<file path="src/rtl/pipe_pkg.sv">
// Shared pipeline definitions: hazard FSM states and default limits.
// Imported by the hazard control unit and its helpers.
package pipe_pkg;

  typedef enum logic [1:0] {
    RUN      = 2'd0,
    MEM_WAIT = 2'd1,
    HALT     = 2'd2
  } state_t;

  localparam int MAX_WAIT_DEF = 15;
  localparam int WCNT_W       = 8;

endpackage

</file>
<file path="src/rtl/sat_counter.sv">
// Saturating up-counter; holds at all-ones instead of wrapping.
// Used for the stall performance counter.
module sat_counter #(
  parameter int W = 16
) (
  input  logic         clk,
  input  logic         rst,
  input  logic         inc,
  output logic [W-1:0] q
);

  always_ff @(posedge clk or posedge rst) begin
    if (rst) begin
      q <= '0;
    end else if (inc && (q != {W{1'b1}})) begin
      q <= q + W'(1);
    end
  end

endmodule

</file>
<file path="src/rtl/hazard_ctrl.sv">
// Pipeline hazard control: data-memory freeze, load-use bubble,
// redirect flush, memory-wait timeout and stall counting.
module hazard_ctrl
  import pipe_pkg::*;
#(
  parameter int MAX_WAIT = MAX_WAIT_DEF,
  parameter int CNT_W    = 16
) (
  input  logic             clk,
  input  logic             rst,
  input  logic [4:0]       ID_rs,
  input  logic [4:0]       ID_rt,
  input  logic             ID_UsesRt,
  input  logic             EX_Mem2R,
  input  logic [4:0]       EX_Wesel,
  input  logic             EX_Redirect,
  input  logic             MEM_MemReq,
  input  logic             MemReady,
  output logic             PC_Write,
  output logic             IFID_Write,
  output logic             IDEX_Write,
  output logic             EXMEM_Write,
  output logic             MEMWB_Write,
  output logic             IFID_Flush,
  output logic             IDEX_Flush,
  output logic             mem_timeout,
  output logic [CNT_W-1:0] stall_cnt
);

  localparam logic [WCNT_W-1:0] LP_MAX = WCNT_W'(MAX_WAIT);

  state_t            r_state;
  logic [WCNT_W-1:0] r_wcnt;
  logic              r_timeout;

  logic w_freeze;
  logic w_lu;
  logic w_rs_hit;
  logic w_rt_hit;
  logic w_stall_inc;

  assign w_freeze = MEM_MemReq & ~MemReady
                  & (r_state != HALT);

  assign w_rs_hit = (EX_Wesel == ID_rs);
  assign w_rt_hit = ID_UsesRt & (EX_Wesel == ID_rt);
  assign w_lu     = EX_Mem2R & (EX_Wesel != 5'd0)
                  & (w_rs_hit | w_rt_hit);

  // Priority: halt/freeze > redirect > load-use > default.
  always_comb begin
    PC_Write    = 1'b1;
    IFID_Write  = 1'b1;
    IDEX_Write  = 1'b1;
    EXMEM_Write = 1'b1;
    MEMWB_Write = 1'b1;
    IFID_Flush  = 1'b0;
    IDEX_Flush  = 1'b0;
    if (!rst) begin
      if ((r_state == HALT) || w_freeze) begin
        PC_Write    = 1'b0;
        IFID_Write  = 1'b0;
        IDEX_Write  = 1'b0;
        EXMEM_Write = 1'b0;
        MEMWB_Write = 1'b0;
      end else if (EX_Redirect) begin
        IFID_Flush = 1'b1;
        IDEX_Flush = 1'b1;
      end else if (w_lu) begin
        PC_Write   = 1'b0;
        IFID_Write = 1'b0;
        IDEX_Flush = 1'b1;
      end
    end
  end

  always_ff @(posedge clk or posedge rst) begin
    if (rst) begin
      r_state   <= RUN;
      r_wcnt    <= '0;
      r_timeout <= 1'b0;
    end else begin
      unique case (r_state)
        RUN: begin
          if (w_freeze) begin
            r_state <= MEM_WAIT;
            r_wcnt  <= WCNT_W'(1);
          end
        end
        MEM_WAIT: begin
          if (!w_freeze) begin
            r_state <= RUN;
            r_wcnt  <= '0;
          end else if (r_wcnt == LP_MAX) begin
            r_state   <= HALT;
            r_timeout <= 1'b1;
          end else begin
            r_wcnt <= r_wcnt + WCNT_W'(1);
          end
        end
        HALT: begin
          r_state <= HALT;
        end
        default: begin
          r_state <= RUN;
        end
      endcase
    end
  end

  assign mem_timeout = r_timeout;
  assign w_stall_inc = ~PC_Write;

  sat_counter #(
    .W(CNT_W)
  ) u_stall (
    .clk(clk),
    .rst(rst),
    .inc(w_stall_inc),
    .q  (stall_cnt)
  );

endmodule
</file>
<file path="config.mk">
export PLATFORM = sky130hd
export DESIGN_NAME = hazard_ctrl
export DESIGN_NICKNAME = d
export VERILOG_FILES = /design/src/rtl/pipe_pkg.sv /design/src/rtl/sat_counter.sv /design/src/rtl/hazard_ctrl.sv
export SDC_FILE = /design/constraint.sdc
export NUM_CORES = 1
export LEC_CHECK = 0
export BUFFER_PORTS_ARGS = -buffer_cell sky130_fd_sc_hd__buf_4
export CAP_MARGIN = 10
export CORE_MARGIN = 2
export CORE_UTILIZATION = 51
export DETAILED_ROUTE_END_ITERATION = 6
export GPL_TIMING_DRIVEN = 0
export HOLD_SLACK_MARGIN = 0.08
export PLACE_DENSITY = 0.87
export SYNTH_ARGS = -nofsm -noshare
export SYNTH_HDL_FRONTEND = slang
export SYNTH_SLANG_ARGS = --single-unit
</file>
<file path="constraint.sdc">
create_clock -name clk -period 2.45 [get_ports clk]
set_input_delay 0.1225 -clock clk [delete_from_list [all_inputs] [get_ports clk]]
set_output_delay 0.1225 -clock clk [all_outputs]
set_load 0.1 [all_outputs]
</file>
==> results by stage <==
Run status:
- The run finished with clean final reports.

STA:
- Setup repair after global routing left no endpoint under its margin.
- Setup violations remaining at the end of the flow were counted as 0.
- The final number of hold-violating endpoints is 0.
- The max-slew headroom at the worst pin is 0.7113.
- The worst setup skew after layout is 4.200 ps.
- The setup TNS is 0 ps.
- The transition time of the tightest slew-check pin is 428.4 ps.
- The maximum clock frequency is 455.9 MHz.
- The final period utilization is 0.8953.
- The number of max-slew violations in the final report came to 0.
- The time the worst path needs with I/O delays and setup is 2194 ps.

Setup path:
- The worst setup path is of the register to register kind.
- The critical path's largest stage delay is 460 ps.
- The type of destination of the critical path is a register.
- The worst reg-to-reg path cell count is 7.
- The peak fanout along the critical path is 7.
- The endpoint identified for the worst register-to-register timing path is r_wcnt[5].
- Together, buffers and inverters on the worst path number 0.
- The critical-path cell with the highest stage delay is sky130_fd_sc_hd__dfrtp_1.
- The worst setup path is launched from a register.
- The data required time of the worst path is about 2700 ps.
- Grouping stages by cell kind, the critical path spends the most delay in simple AND/OR/NAND/NOR gates.
- The worst register-to-register path begins at r_wcnt[0].
- In this run the register-to-register setup slack is 260 ps.
- The critical path goes through ha_1, and3_1, nor3b_2, mux2_2, nor2_1, o21ai_0, a22o_1.
- The data arrival time of the critical path is 2420 ps.

Clock network:
- The tree is rooted in a sky130_fd_sc_hd__clkbuf_4.
- Clock-pin slew was measured on the worst setup and hold paths at 150 ps.
- CTS built an H-tree with a depth of 1.
- The clock tree from TritonCTS is done.
- The tree built by TritonCTS fans out to 27 sinks.
- The post-cts resize count is 0.
- Counting the buffers created by CTS gives 3.
- No sink is reached through more buffers than the 2 on the longest clock path.
- The later-pin clock latency in the skew report is 320 ps.

GRT:
- The initial antenna violation count came to 0.
- The wire length of the first global-routing pass is 5927 um.
- In the global route stage, overall resource usage came out at 0.2175.
- The global routing met3 resource utilization is 0.02838.
- After global routing the overflow that remains totals 0.
- The met1 demand-to-capacity share in global routing is 0.2539.
- Entering global routing, the biggest net connects 28 pins.
- The met2 demand-to-capacity share in global routing is 0.4082.
- The via count of the first global-routing pass is 1395.
- The busiest metal layer after global routing is met2.

Synthesis:
- Among all flip-flop cells after synthesis, the most frequent one is sky130_fd_sc_hd__dfrtp_1.
- By area the synthesized netlist is led by sky130_fd_sc_hd__dfrtp_1 43%, sky130_fd_sc_hd__xnor2_1 8.9%, sky130_fd_sc_hd__xor2_1 5.0%, sky130_fd_sc_hd__and3_1 4.4%, sky130_fd_sc_hd__nand3_2 3.2%.
- Yosys mapped a number of flops with a built-in enable equal to 0.
- In this run the mean area of a mapped cell was 10.17 sq um.
- The number of cells produced by synthesis is ~150.
- The register area share after synthesis is 0.4313.
- The synthesized netlist contains 36 unique library cells.
- The cell type contributing the most total cell area after synthesis is sky130_fd_sc_hd__dfrtp_1.
- When the netlist entered floorplanning its net count stood at 178.
- After synthesis, the share of flip-flops with an asynchronous set or reset is 1.000.
- The total number of yosys warnings is 0.
- Of the post-synthesis cell area, the dominant cell type holds 0.4313.
- The number of storage elements in the synthesis netlist is 27.
- The synthesized netlist occupies a cell area of 1567 sq um.

Job:
- Max-cap violations in this run came to 0.

Finish:
- The number of antenna diodes in the final layout is 0.
- The leading cell type in the layout, fill and taps excluded is sky130_fd_sc_hd__buf_4.
- After filler insertion, the fill cell instance count of the layout stands at approximately 240.
- The area growth from synthesis to layout is 29.95%.
- The share of post-route cells with drive strength above 1 is 0.3430.
- The number of nets in the final layout is 232.
- The top cell types in the final layout, fill and taps aside, are 50 x sky130_fd_sc_hd__buf_4, 27 x sky130_fd_sc_hd__dfrtp_1, 16 x sky130_fd_sc_hd__xnor2_1, 11 x sky130_fd_sc_hd__and3_1.

Power and ir drop:
- Summing internal, switching and leakage power gives 0.001376 W.
- Across the VDD grid, the largest voltage drop is 0.001007 V.
- Dividing total power by cell area gives a power density of 676.2 nW/um^2.
- In this run the static leakage power is 0.9977 nW.

Min path:
- The hold path endpoint is r_state[0].
- The worst hold path was traced through 3 stages.
- The min-delay analysis places its worst path in the category primary input to register.
- The startpoint of the most critical hold path is MEM_MemReq.

Placed design:
- The half-perimeter wire length after detailed placement is ~2700 um.
- At the end of routability-driven placement, the weighted congestion stood at 0.8155.
- The number of buffer cells added on primary ports is 45.

Floorplanning:
- In this run the count of I/O pins placed on the die edge is 46.
- For this configuration, the core starts out at a cell density of 0.5261.
- The core footprint is 2978 sq um.
- The die covers 3531 sq um.
- From left edge to right edge, the die measures 59.42 um.
- The floorplan row count is 20.
- The floorplan step set the die height to 59.42 um.

Routing:
- The DRC marker count from the first detailed-route iteration is 72.
- After detailed routing, the number of vias per cell comes to 5.658.
- Before antenna repair, the detailed router went through 4 iterations.
- The count of vias placed by the detailed router is 1358.
- In the routed design, unresolved DRC markers number 0.
- The total wire length is between 3000 and 4000 um.
- The count of nets left with antenna violations after detail routing is 0.
- After detailed routing, the average wire length per cell comes to between 10 and 15 um.
registers in the layout, summed over array words and instances (netlist names):
signal	flops
mem_timeout	1
u_stall.q	16
r_state	2
r_wcnt	8
logic make-up (layout without fill, tap and decap cells):
family / after synthesis / after routing / synth area share
simple gates: 67 / 67 / 0.2604
flops: 27 / 27 / 0.4313
xor+xnor: 25 / 25 / 0.1398
compound gates: 22 / 22 / 0.1014
buf+inv: 9 / 62 / 0.03434
fa+ha+maj: 2 / 2 / 0.01597
mux: 2 / 2 / 0.01677
worst register-to-register path, delay by kind of cell, from the launching register on:
kind | cells | cell delay, ps
compound gates | 2 | 400
fa+ha+maj | 1 | 250
flops | 1 | 460
mux | 1 | 280
simple gates | 3 | 720
Yosys cell counts, drive strengths merged, types with 3 or more instances:
master  count
a22o        3
and3       11
buf         5
dfrtp      27
inv         4
nand2      11
nand2b      3
nand3      10
nand4       7
nor2        8
nor2b       4
nor3        3
nor3b       3
o21ai       9
xnor2      16
xor2        9
where the power goes:
| part | internal (W) | switching [W] | total (W) | leakage (nW) |
|---|---|---|---|---|
| logic | 0.000168 | 0.000466 | 0.000635 | 0.618 |
| registers | 0.000493 | 0.0000548 | 0.000547 | 0.366 |
| clock network | 0.0000622 | 0.000132 | 0.000194 | 0.0139 |
| total | 0.000723 | 0.000653 | 0.00138 | 0.998 |
cell type report:
| class | instances | area (sq um) | area share |
|---|---|---|---|
| buffer | 5 | 38.79 | 0.01905 |
| clock buffer | 3 | 22.52 | 0.01106 |
| clock inverter | 1 | 7.507 | 0.003688 |
| inverter | 4 | 22.52 | 0.01106 |
| multi-input combinational | 118 | 844.6 | 0.4149 |
| sequential | 27 | 675.6 | 0.3319 |
| tap | 33 | 41.29 | 0.02028 |
| timing repair buffer | 49 | 382.9 | 0.1881 |
how the worst max path moves through the flow:
| stage | endpoint | from | slack (ps) | depth (start not counted) |
|---|---|---|---|---|
| after floorplan | PC_Write | EX_Wesel[4] | 100 | 7 |
| after global placement | PC_Write | EX_Wesel[4] | 160 | 9 |
| after detailed placement | PC_Write | EX_Wesel[4] | 130 | 9 |
| after CTS | PC_Write | EX_Wesel[4] | 130 | 9 |
| after global routing | r_wcnt[5] | r_wcnt[0] | 110 | 7 |
| final | r_wcnt[5] | r_wcnt[0] | 260 | 7 |
layer usage:
layer	wire, um	vias to the layer above
met5	0	-
met4	60	0
met3	135	8
met2	1852	35
met1	1407	664
li1	-	651
repair_timing:
| item | 4_1_cts | 5_1_grt |
|---|---|---|
| setup endpoints to repair | 0 | 1 |
| hold buffers | 2 | 0 |
| endpoints found under the hold margin | 27 | 0 |
| buffers inserted | 0 | 2 |
metrics by stage:
step | worst slack [ps] | util | cells | instance area, sq um | hold slack (ps)
2_1_floorplan | 100.3 | - | 154 | 1582 | 34.72
3_3_place_gp | 155.2 | 0.6584 | 232 | 1961 | 242.1
3_5_place_dp | 128.9 | 0.6584 | 232 | 1961 | 256.9
4_1_cts | 132.1 | 0.6786 | 238 | 2021 | 160.6
5_1_grt | 108.4 | 0.6836 | 240 | 2036 | 167.8
6_report | 256.5 | 0.6836 | 240 | 2036 | 165.2
Note: power is estimated with default switching activity, not from simulation.
